**config.mk**
```make
export PLATFORM = sky130hd
export DESIGN_NAME = cordic_fix2float
export DESIGN_NICKNAME = d
export VERILOG_FILES = /design/src/rtl/cordic_pkg.sv /design/src/rtl/cordic_fix2float.sv
export SDC_FILE = /design/constraint.sdc
export NUM_CORES = 1
export LEC_CHECK = 0
export ABC_CLOCK_PERIOD_IN_PS = 1860
export CORE_AREA = 3 3 80 82
export DETAILED_ROUTE_END_ITERATION = 16
export DIE_AREA = 0 0 83 85
export PLACE_DENSITY = 0.86
export SYNTH_ARGS = -nofsm -noshare
export SYNTH_HDL_FRONTEND = slang
export SYNTH_SLANG_ARGS = --single-unit
```
**constraint.sdc**
```tcl
create_clock -name clk -period 1.86 [get_ports clk]
set_clock_uncertainty 0.2 [all_clocks]
set_input_delay 0.558 -clock clk [delete_from_list [all_inputs] [get_ports clk]]
set_output_delay 0.558 -clock clk [all_outputs]
set_load 0.02 [all_outputs]
```
**src/rtl/cordic_pkg.sv**
```systemverilog
// ----------------------------------------------------------------------------
// cordic_pkg
//   Definitions shared by the CORDIC cosine unit and its fixed-to-float output
//   stage. It holds the fixed-point format of the CORDIC result, the
//   IEEE-754 single-precision field widths, the state type of the
//   normaliser, and a helper that packs float fields into one word.
// ----------------------------------------------------------------------------
package cordic_pkg;

   // Fixed-point format of the CORDIC result (unsigned, no sign bit)
   localparam int FRACS      = 21;
   localparam int INTS       = 1;

   // IEEE-754 single-precision layout
   localparam int FLOAT_BIAS = 127;
   localparam int FLOAT_W    = 32;
   localparam int MANT_W     = 23;
   localparam int EXP_W      = 8;

   typedef enum logic [1:0] {
      IDLE = 2'd0,
      NORM = 2'd1,
      DONE = 2'd2
   } f2f_state_t;

   // Packs a positive float. The CORDIC cosine output is never negative, so
   // the sign bit is always 0.
   function automatic logic [FLOAT_W-1:0] pack_float(
      input logic [EXP_W-1:0]  exp_field,
      input logic [MANT_W-1:0] mant_field
   );
      return {1'b0, exp_field, mant_field};
   endfunction

endpackage

```
**src/rtl/cordic_fix2float.sv**
```systemverilog
// ----------------------------------------------------------------------------
// cordic_fix2float
//   Converts the unsigned fixed-point CORDIC result to an IEEE-754 single.
//   An iterative normaliser shifts the value left one bit per cycle until the
//   MSB is set. Each shift lowers the exponent by one. Then the sign,
//   exponent and mantissa are packed into the result. The input has fewer
//   bits than the 24-bit significand, so the conversion is always exact.
//
// Ports
//   clk       in   1     clock
//   reset     in   1     synchronous active-high reset (wins over everything)
//   clk_en    in   1     clock enable; low freezes all state and outputs
//   start     in   1     accepted only in IDLE; captures fixed_in
//   fixed_in  in   IN_W  unsigned value = fixed_in / 2^FRACS
//   done      out  1     registered one-cycle pulse; result valid with it
//   result    out  32    {sign, exp[7:0], mant[22:0]}, held until rewritten
// ----------------------------------------------------------------------------
module cordic_fix2float
   import cordic_pkg::*;
#(
   parameter int FRACS_P = cordic_pkg::FRACS,
   parameter int INTS_P  = cordic_pkg::INTS
) (
   input  logic                       clk,
   input  logic                       reset,
   input  logic                       clk_en,
   input  logic                       start,
   input  logic [INTS_P+FRACS_P-1:0]  fixed_in,
   output logic                       done,
   output logic [FLOAT_W-1:0]         result
);

   localparam int IN_W  = INTS_P + FRACS_P;
   // Zero bits that left-align the fraction inside the 23-bit mantissa
   localparam int PAD_W = MANT_W + 1 - IN_W;
   // Exponent of the input MSB position, before any normalising shift
   localparam logic [EXP_W-1:0] EXP_INIT = EXP_W'(FLOAT_BIAS + INTS_P - 1);

   f2f_state_t            state_r;
   f2f_state_t            state_next_s;
   logic [IN_W-1:0]       sreg_r;
   logic [EXP_W-1:0]      exp_cnt_r;
   logic [FLOAT_W-1:0]    result_r;
   logic                  done_r;
   logic [MANT_W-1:0]     mant_s;

   // The hidden bit (MSB of sreg) is dropped and the fraction is left-aligned
   assign mant_s = {sreg_r[IN_W-2:0], {PAD_W{1'b0}}};

   // Next-state decode of the normaliser FSM
   always_comb begin
      state_next_s = state_r;
      case (state_r)
         IDLE: begin
            if (start) begin
               if (fixed_in == {IN_W{1'b0}}) begin
                  state_next_s = DONE;
               end else begin
                  state_next_s = NORM;
               end
            end else begin
               state_next_s = IDLE;
            end
         end
         NORM: begin
            if (sreg_r[IN_W-1]) begin
               state_next_s = DONE;
            end else begin
               state_next_s = NORM;
            end
         end
         DONE:    state_next_s = IDLE;
         default: state_next_s = IDLE;
      endcase
   end

   // State, shift register, exponent counter, result and done registers
   always_ff @(posedge clk) begin
      if (reset) begin
         state_r   <= IDLE;
         sreg_r    <= {IN_W{1'b0}};
         exp_cnt_r <= {EXP_W{1'b0}};
         result_r  <= {FLOAT_W{1'b0}};
         done_r    <= 1'b0;
      end else if (clk_en) begin
         state_r <= state_next_s;
         // done is high for exactly the cycles spent in DONE
         done_r  <= (state_next_s == DONE);
         case (state_r)
            IDLE: begin
               if (start) begin
                  sreg_r    <= fixed_in;
                  exp_cnt_r <= EXP_INIT;
                  // Zero has no leading one, so it bypasses the normaliser
                  if (fixed_in == {IN_W{1'b0}}) begin
                     result_r <= {FLOAT_W{1'b0}};
                  end
               end
            end
            NORM: begin
               if (sreg_r[IN_W-1]) begin
                  result_r <= pack_float(exp_cnt_r, mant_s);
               end else begin
                  sreg_r    <= sreg_r << 1;
                  exp_cnt_r <= exp_cnt_r - 8'd1;
               end
            end
            DONE: begin
               sreg_r <= sreg_r;
            end
            default: begin
               sreg_r <= sreg_r;
            end
         endcase
      end
   end

   assign done   = done_r;
   assign result = result_r;

endmodule
```
==> results of run 1 <==
stage by stage:
| step | hold WS [ns] | utilization [%] | setup TNS, ns | setup WS [ns] | std cells |
|---|---|---|---|---|---|
| 3_3_place_gp | 0.278 | 62.8 | -34.12 | -0.706 | 432 |
| 4_1_cts | 0.290 | 69.9 | -0.903 | -0.0875 | 458 |
| 6_report | 0.292 | 70.8 | -1.03 | -0.0855 | 454 |
| 3_5_place_dp | 0.279 | 62.8 | -36.82 | -0.773 | 432 |
| 2_1_floorplan | 0.263 | - | 0 | 0.0417 | 301 |
| 5_1_grt | 0.318 | 70.8 | -0.938 | -0.0795 | 454 |
registers in the layout, indices dropped and copies added (netlist names):
register,cells
sreg_r,22
result,29
state_r,2
exp_cnt_r,8
done,1
kinds of logic after synthesis:
group | count (synthesis) | share of synthesized area [%]
buffers and inverters | 66 | 10.4
other | 1 | 0.131
adder cells (fa/ha/maj) | 1 | 0.438
XOR/XNOR | 5 | 1.53
AND/OR/NAND/NOR | 75 | 16.6
AO/OA/AOI/OAI | 89 | 27.4
flip-flops | 62 | 43.5
power by group through the flow:
stage               clock, W  combinational [W]  sequential (W)
global placement           0           0.000440         0.00145
finish               0.00103           0.000495         0.00142
global route         0.00110           0.000537         0.00143
floorplan                  0           0.000288         0.00144
CTS                  0.00102           0.000461         0.00142
detailed placement         0           0.000450         0.00145
layout make-up:
class | instances | area, um^2 | share of cell area (%)
Timing Repair Buffer | 99 | 940 | 22.8
Tap cell | 75 | 93.8 | 2.28
Sequential cell | 62 | 1240 | 30.2
Clock buffer | 11 | 151 | 3.68
Clock inverter | 2 | 10.0 | 0.243
Multi-Input combinational cell | 173 | 1560 | 37.9
Inverter | 32 | 120 | 2.92
routing by layer:
metal	up-vias	part of all wire [%]	GRT usage, %
met1	1302	41	28.6
met4	0	3.1	11.9
li1	1273	-	-
met2	115	51	41.7
met5	-	0	0
met3	29	5.5	7.48
critical path: cells and delay by family:
kind | cells | cell delay, ns
simple gates | 3 | 0.68
compound gates | 1 | 0.08
buf+inv | 4 | 0.65
worst max-delay path by stage:
stage                       endpoint  slack (ns)  depth (start not counted)
after floorplan           result[10]        0.04                          5
after global placement    result[15]       -0.71                          6
after detailed placement   result[6]       -0.77                          6
after CTS                  result[8]       -0.09                          9
after global routing      result[11]       -0.08                          8
final                     result[11]       -0.09                          8
cells in the final DEF (no fill, tap or decap), drive strengths merged:
master,count
nor2,11
clkinv,2
a21oi,7
nand3b,29
ha,1
and2b,1
nor3b,1
dfxtp,62
a211oi,27
o21ba,2
o32ai,29
o31ai,1
a31oi,1
nand2,2
inv,32
and2,1
o2111ai,4
a22oi,1
o21a,2
dlygate4sd2,38
a21o,1
a221oi,2
a222oi,7
clkbuf,12
buf,54
nor2b,2
nor4,8
o211ai,1
nor3,16
nand2b,2
o21ai,4
clkdlybuf4s15,6
xnor2,5
conb,3
nand4,2
timing repair:
action                     in CTS  in global routing
setup endpoints to repair      88                 39
gates cloned                    4                  0
pin swaps                      18                 10
gates resized for setup       128                 25
setup buffers                   9                  2
==> flow_metrics.env, run 1 <==
export IMPL_cap_violations=0
export IMPL_synth_warnings=0
export IMPL_crit_type="in2reg"
export IMPL_clkPwrFrac_pct=34.8
export IMPL_start_util_pct=49.1
export IMPL_grt_pass1_wl_mm=13.8
export IMPL_cts_sinks=62
export IMPL_wire_per_inst_um=18.9
export IMPL_fmax_ghz=0.514
export IMPL_wl_mm=8.57
export IMPL_p_int_w=0.00213
export IMPL_reg2reg_slack_ns=0.10
export IMPL_ant_nets=0
export IMPL_pin_count=59
export IMPL_hold_path_startpoint="result[17]"
export IMPL_cts_tree="built"
export IMPL_track_usage_pct=24.7
export IMPL_max_stage_delay_ns=0.28
export IMPL_cp_required_ns=1.89
export IMPL_placed_area_um2=3650
export IMPL_crit_start="fixed_in[14]"
export IMPL_r2r_cells=6
export IMPL_vias=2719
export IMPL_power_density_nw_per_um2=716
export IMPL_hpwl_mm=4.84
export IMPL_setup_violations=15
export IMPL_synth_edff_count=0
export IMPL_syn_cell_area_um2=2850
export IMPL_coreArea_um2=5820
export IMPL_setup_ws_ns=-0.0855
export IMPL_insertion_delay_ns=0.35
export IMPL_dr_pass1_iters=8
export IMPL_syn_inst=299
export IMPL_grt_pass1_vias=2724
export IMPL_synth_area_per_cell_um2=9.55
export IMPL_grt_overflow=0
export IMPL_synthFlopType="dfxtp_1"
export IMPL_synth_cell_types=39
export IMPL_synthTopCellsByArea="dfxtp_1 43%, o32ai_1 8.9%, nand3b_1 7.6%, a211oi_2 5.7%, inv_1 4.2%"
export IMPL_r2r_start="state_r[0]"
export IMPL_crit_arrival_ns=1.98
export IMPL_crit_fanout=5
export IMPL_synthToLayoutAreaGrowth_pct=44.2
export IMPL_p_total_w=0.00295
export IMPL_clkTransAtPathRegs_ns=0.06
export IMPL_holdPathEnd="result[17]"
export IMPL_seqPwrFrac_pct=48.4
export IMPL_nets=404
export IMPL_fin_crit_sh_pct=105
export IMPL_fillers=458
export IMPL_die_h_um=85
export IMPL_yosysTopAreaCellShare_pct=43.5
export IMPL_fin_area_um2=4120
export IMPL_leakage_nw=1.60
export IMPL_fp_dieArea_um2=7060
export IMPL_drive_above_1_share_pct=30.1
export IMPL_seq_area_frac_synth_pct=43.5
export IMPL_post_route_drc_count=0
export IMPL_p_sw_w=0.000817
export IMPL_combPwrFrac_pct=16.8
export IMPL_crit_chain="dlygate4sd2_1 > nor2_1 > nand4_1 > nor3_4 > buf_6 > buf_12 > buf_8 > o32ai_1"
export IMPL_holdPathStages=2
export IMPL_viasPerCell=5.99
export IMPL_yosysMostFrequentCell="dfxtp_1"
export IMPL_hold_viol=0
export IMPL_hp_class="reg2reg"
export IMPL_routabilityCongestion=0.871
export IMPL_fp_dieW_um=83
export IMPL_crit_path_end_kind="flip-flop"
export IMPL_drtIter0Drc=180
export IMPL_diodes=0
export IMPL_ir_drop_v=0.000599
export IMPL_cpMaxStageDelayCell="nor3_4"
export IMPL_clockBufferDepth=2
export IMPL_rsz0062_at_grt="yes"
export IMPL_status="finished with violations"
export IMPL_synth_largest_area_cell="dfxtp_1"
export IMPL_critPathLaunchType="primary input"
export IMPL_root_buffer="clkbuf_8"
export IMPL_port_buffers=55
export IMPL_switching_share_pct=27.7
export IMPL_async_flop_share_pct=0
export IMPL_antenna_found_initial=0
export IMPL_rows=28
export IMPL_slew_violations=0
export IMPL_htreeDepth=3
export IMPL_synth_commonest_cells="62 x dfxtp_1, 32 x inv_1, 29 x nand3b_1, 29 x o32ai_1, 17 x clkbuf_1"
export IMPL_failed_checks="setup timing"
export IMPL_ys_ff_latch=62
export IMPL_ctsHoldBuffers=0
export IMPL_grt_max_degree=64
export IMPL_cts_buffers=9
export IMPL_post_route_min_period_ns=1.95
export IMPL_reg2reg_to="sreg_r[3]"
Note: power is estimated with default switching activity, not from simulation.
==> run 2, diff against run 1 <==
--- a/config.mk
+++ b/config.mk
@@ -9,7 +9,10 @@
 export CORE_AREA = 3 3 80 82
 export DETAILED_ROUTE_END_ITERATION = 16
 export DIE_AREA = 0 0 83 85
+export GPL_ROUTABILITY_DRIVEN = 1
+export GPL_TIMING_DRIVEN = 0
 export PLACE_DENSITY = 0.86
+export RECOVER_POWER = 25
 export SYNTH_ARGS = -nofsm -noshare
 export SYNTH_HDL_FRONTEND = slang
 export SYNTH_SLANG_ARGS = --single-unit
==> run 2 against run 1 <==
Net effect:
- the flow now finishes without violations
- clock power is essentially flat
- design area shrank 7.2%
- maximum frequency grew 7.9%
- worst hold slack gained 0.0022 ns
- sequential share of layout area grew 2.4 points
- non-clock buffer count shrank 1
- combinational power shrank 10%
- via count shrank 0.18%
- sequential cell count is the same
- critical path depth shrank 1
- sequential power is essentially flat
- worst setup slack gained 0.14 ns
- highest routed layer unchanged
==> flow_metrics.env, run 2 (same netlist as run 1, synthesis figures left out) <==
export IMPL_crit_type="in2reg"
export IMPL_reg2reg_to="sreg_r[5]"
export IMPL_grt_max_degree=11
export IMPL_post_route_min_period_ns=1.80
export IMPL_crit_path_end_kind="flip-flop"
export IMPL_status="completed"
export IMPL_crit_arrival_ns=1.81
export IMPL_holdPathEnd="result[14]"
export IMPL_fp_dieW_um=83
export IMPL_rows=28
export IMPL_hold_path_startpoint="result[14]"
export IMPL_fin_area_um2=3820
export IMPL_nets=403
export IMPL_diodes=0
export IMPL_leakage_nw=1.49
export IMPL_grt_pass1_wl_mm=13.1
export IMPL_fp_dieArea_um2=7060
export IMPL_grt_overflow=0
export IMPL_root_buffer="clkbuf_8"
export IMPL_dr_pass1_iters=5
export IMPL_drtIter0Drc=275
export IMPL_viasPerCell=5.95
export IMPL_wire_per_inst_um=18.0
export IMPL_final_cell_mix="61 x dfxtp_1, 36 x dlygate4sd2_1, 32 x inv_1"
export IMPL_final_common_cell="dfxtp_1"
export IMPL_largest_reg_flops=29
export IMPL_r2r_start="sreg_r[21]"
export IMPL_tightest_slew_ns=0.673
export IMPL_drive_above_1_share_pct=22.6
export IMPL_placed_area_um2=3500
export IMPL_cp_required_ns=1.87
export IMPL_fillers=480
export IMPL_cts_buffers=9
export IMPL_crit_fanout=5
export IMPL_htreeDepth=3
export IMPL_power_density_nw_per_um2=761
export IMPL_fmax_ghz=0.555
export IMPL_cts_sinks=62
export IMPL_track_usage_pct=23.2
export IMPL_hpwl_mm=5.45
export IMPL_clkTransAtPathRegs_ns=0.07
export IMPL_cap_violations=0
export IMPL_holdPathStages=2
export IMPL_grtUsageMet3_pct=6.02
export IMPL_hold_viol=0
export IMPL_synthToLayoutAreaGrowth_pct=33.8
export IMPL_start_util_pct=49.1
export IMPL_die_h_um=85
export IMPL_grtUsageMet1_pct=29.5
export IMPL_post_route_drc_count=0
export IMPL_slew_violations=0
export IMPL_ant_nets=0
export IMPL_p_total_w=0.00291
export IMPL_pin_count=59
export IMPL_critPathLaunchType="primary input"
export IMPL_clockBufferDepth=2
export IMPL_wl_mm=8.20
export IMPL_ir_drop_v=0.000458
export IMPL_hp_class="reg2reg"
export IMPL_setup_violations=0
export IMPL_routabilityCongestion=0.886
export IMPL_coreArea_um2=5820
export IMPL_r2r_cells=7
export IMPL_use_met2_pct=37.4
export IMPL_fin_crit_sh_pct=96.9
export IMPL_insertion_delay_ns=0.35
export IMPL_cts_tree="built"
export IMPL_grt_pass1_vias=2649
export IMPL_reg2reg_slack_ns=0.09
export IMPL_grt_busiest_layer="met2"
export IMPL_maxSlewHeadroom_pct=55.1
export IMPL_ctsHoldBuffers=0
export IMPL_antenna_found_initial=0
export IMPL_port_buffers=54
export IMPL_vias=2714
-- run 2: changes by cell type in the layout (fill, tap and decap cells not counted), moves of 3 or more --
| cell | before | now |
|---|---|---|
| buf_12 | 7 | 0 |
| buf_4 | 31 | 12 |
| buf_6 | 7 | 10 |
| clkbuf_1 | 0 | 15 |
| clkbuf_2 | 1 | 13 |
| clkinv_2 | 2 | 5 |
| o32ai_1 | 13 | 24 |
| o32ai_2 | 13 | 3 |
-- run 2: area by class of cell --
type	count	area (um^2)	area share, %
multi-input combinational	173	1430	37.5
tap	75	93.8	2.46
clock buffer	11	141	3.70
timing repair buffer	64	543	14.2
clock inverter	5	25.0	0.655
sequential	62	1240	32.5
buffer	34	219	5.73
inverter	32	120	3.15
-- run 2: routing by layer --
layer	vias to the layer above	part of all wire (%)	wire length, um
li1	1271	-	-
met1	1310	42	3410
met2	106	49	4000
met3	27	7.2	592
met4	0	2.5	201
met5	-	0	0
-- run 2: stage by stage --
stage / TNS [ns] / hold slack, ns / setup WS (ns) / util, % / std cells
after floorplan: 0 / 0.263 / 0.0417 / - / 301
after global placement: -36.14 / 0.281 / -0.743 / 60.1 / 430
after detailed placement: -40.61 / 0.284 / -0.853 / 60.1 / 430
after CTS: 0 / 0.293 / 0.00480 / 64.2 / 454
after global routing: -0.000461 / 0.304 / -0.000461 / 65.7 / 456
final: 0 / 0.294 / 0.0576 / 65.7 / 456
-- run 2: timing repair --
item                                    CTS  global route
gates cloned                              2             0
setup buffers                             6             2
endpoints found under the setup margin   87            48
resized for setup                        72            55
pin swaps                                 9            12
-- run 2: critical path, cell delays in order --
cell	delay [ns]
clkbuf_2	0.11
nor4_4	0.29
nand4_1	0.20
nor3_4	0.27
buf_6	0.16
buf_8	0.14
o32ai_2	0.08
-- run 2: worst max path at each step --
stage	from	end	slack (ns)	depth (start not counted)
2_1_floorplan	fixed_in[18]	result[10]	0.04	5
3_3_place_gp	fixed_in[18]	result[26]	-0.74	6
3_5_place_dp	fixed_in[18]	result[22]	-0.85	6
4_1_cts	fixed_in[20]	result[11]	0.005	7
5_1_grt	start	sreg_r[19]	-0.0005	7
6_report	fixed_in[19]	result[29]	0.06	7
-- run 2: power breakdown --
part | internal [W] | leakage [nW] | switching (W)
Sequential | 0.00139 | 0.505 | 0.0000368
Combinational | 0.000180 | 0.892 | 0.000264
Clock | 0.000508 | 0.0926 | 0.000531
Total | 0.00207 | 1.49 | 0.000832
==> run 3, diff against run 2 <==
--- a/config.mk
+++ b/config.mk
@@ -6,11 +6,12 @@
 export NUM_CORES = 1
 export LEC_CHECK = 0
 export ABC_CLOCK_PERIOD_IN_PS = 1860
-export CORE_AREA = 3 3 80 82
+export CORE_AREA = 4 4 81 83
 export DETAILED_ROUTE_END_ITERATION = 16
-export DIE_AREA = 0 0 83 85
+export DIE_AREA = 0 0 85 87
 export GPL_ROUTABILITY_DRIVEN = 1
 export GPL_TIMING_DRIVEN = 0
+export MAX_ROUTING_LAYER = met4
 export PLACE_DENSITY = 0.86
 export RECOVER_POWER = 25
 export SYNTH_ARGS = -nofsm -noshare
==> run 3 against run 2 <==
Net effect:
- sequential power hardly changed
- routed wire length up 16%
- the run now ends with setup timing left
- count of clock-buffer cells in the layout is 2 higher
- core utilization grew 3.5 points
- combinational power grew 11%
- design area rose by 6.0%
- worst hold slack lost 0.012 ns
- cell count up 0.22%
- worst setup slack got worse by 0.19 ns
- sequential cell count unchanged
- sequential share of layout area decreased by 1.8 points
==> flow_metrics.env, run 3 (same netlist as run 1, synthesis figures left out) <==
export IMPL_grt_overflow=0
export IMPL_r2r_start="sreg_r[21]"
export IMPL_grt_pass1_wl_mm=13.1
export IMPL_crit_fanout=5
export IMPL_die_h_um=87
export IMPL_insertion_delay_ns=0.35
export IMPL_hp_class="in2reg"
export IMPL_setup_violations=31
export IMPL_fin_crit_sh_pct=107
export IMPL_ant_nets=0
export IMPL_diodes=0
export IMPL_vias=2881
export IMPL_root_buffer="clkbuf_8"
export IMPL_cp_required_ns=1.86
export IMPL_fp_dieW_um=85
export IMPL_hpwl_mm=5.52
export IMPL_r2r_cells=7
export IMPL_cts_buffers=9
export IMPL_clockBufferDepth=2
export IMPL_rows=28
export IMPL_cts_sinks=62
export IMPL_final_common_cell="dfxtp_1"
export IMPL_cts_tree="built"
export IMPL_drive_above_1_share_pct=27.7
export IMPL_drtIter0Drc=271
export IMPL_power_density_nw_per_um2=778
export IMPL_post_route_drc_count=0
export IMPL_largest_reg_flops=29
export IMPL_track_usage_pct=23.2
export IMPL_cp_endpoint="result[7]"
export IMPL_nets=404
export IMPL_post_route_min_period_ns=2.00
export IMPL_hold_viol=0
export IMPL_fmax_ghz=0.501
export IMPL_wl_mm=9.54
export IMPL_htreeDepth=3
export IMPL_clkTransAtPathRegs_ns=0.07
export IMPL_leakage_nw=1.54
export IMPL_fin_area_um2=4050
export IMPL_cap_violations=0
export IMPL_synthToLayoutAreaGrowth_pct=41.8
export IMPL_wire_per_inst_um=20.9
export IMPL_placed_area_um2=3500
export IMPL_maxSlewHeadroom_pct=46.5
export IMPL_crit_start="fixed_in[17]"
export IMPL_viasPerCell=6.30
export IMPL_slew_violations=0
export IMPL_port_buffers=54
export IMPL_reg2reg_slack_ns=0.02
export IMPL_reg2reg_to="sreg_r[7]"
export IMPL_failed_checks="setup timing"
export IMPL_setup_ws_ns=-0.136
export IMPL_status="finished with violations"
export IMPL_dr_pass1_iters=9
export IMPL_crit_arrival_ns=2.00
export IMPL_grt_max_degree=11
export IMPL_pin_count=59
export IMPL_grt_pass1_vias=2642
export IMPL_ctsHoldBuffers=0
export IMPL_critPathLaunchType="primary input"
export IMPL_fp_dieArea_um2=7400
export IMPL_final_cell_mix="61 x dfxtp_1, 34 x dlygate4sd2_1, 32 x inv_1"
export IMPL_dp_slack_ns=-0.810
export IMPL_ir_drop_v=0.000692
export IMPL_tightest_slew_ns=0.803
export IMPL_coreArea_um2=5850
export IMPL_crit_path_end_kind="flip-flop"
export IMPL_routabilityCongestion=0.937
export IMPL_antenna_found_initial=0
export IMPL_crit_type="in2reg"
export IMPL_fin_util_pct=69.2
export IMPL_start_util_pct=48.8
export IMPL_rsz0062_at_grt="yes"
==> run 3: cell types whose count changed in the layout (fill, tap and decap cells not counted), sizes merged <==
cell           previous run  this run
clkbuf                   38        43
clkinv                    5         1
buf                      28        30
clkdlybuf4s15             5         3
dlygate4sd2              36        34
bufinv                    0         1
clkinvlp                  0         1
==> run 3: metrics by stage <==
stage | instances | power, W | TNS, ns | hold WS [ns]
finish | 457 | 0.00315 | -3.43 | 0.283
global route | 457 | 0.00325 | -5.02 | 0.294
CTS | 455 | 0.00307 | 0 | 0.296
detailed placement | 430 | 0.00188 | -39.25 | 0.283
global placement | 430 | 0.00186 | -37.21 | 0.282
floorplan | 301 | 0.00173 | 0 | 0.263
==> run 3: how the worst min path moves through the flow <==
stage | from | to | slack [ns] | cells after the start
floorplan | sreg_r[20] | sreg_r[20] | 0.26 | 2
global route | fixed_in[3] | sreg_r[3] | 0.29 | 3
detailed placement | result[13] | result[13] | 0.28 | 2
CTS | result[19] | result[19] | 0.30 | 2
finish | fixed_in[3] | sreg_r[3] | 0.28 | 3
global placement | result[15] | result[15] | 0.28 | 2
==> run 3: power breakdown <==
part | internal (W) | switching (W) | total [W]
Sequential | 0.00139 | 0.0000370 | 0.00142
Combinational | 0.000187 | 0.000303 | 0.000491
Clock | 0.000691 | 0.000542 | 0.00123
==> run 3: layout make-up <==
type	instances	area, um^2
buffer	34	226
clock inverter	3	42.5
fill	430	1800
inverter	32	120
multi-input combinational	173	1590
clock buffer	13	159
sequential	62	1240
tap	75	93.8
timing repair buffer	65	569
==> run 3: metal layers <==
metal	wire length (um)	vias up	global-route usage [%]
met5	0	-	-
met4	398	0	10.8
met3	720	42	6.34
met2	4720	175	36.4
met1	3710	1388	27.8
li1	-	1276	-
==> run 3: critical path, stage by stage <==
cell and delay (ns):
clkdlybuf4s15_1 0.26, nor4_2 0.34, nand2_1 0.19, nor3_4 0.24
buf_6 0.18, buf_8 0.14, o32ai_1 0.08
==> run 3: timing repair <==
action | in CTS | in global routing
resized for setup | 77 | 91
hold endpoints to repair | 0 | 0
setup buffers | 7 | 1
setup endpoints to repair | 89 | 48
pin swaps | 9 | 28
gates cloned | 2 | 1
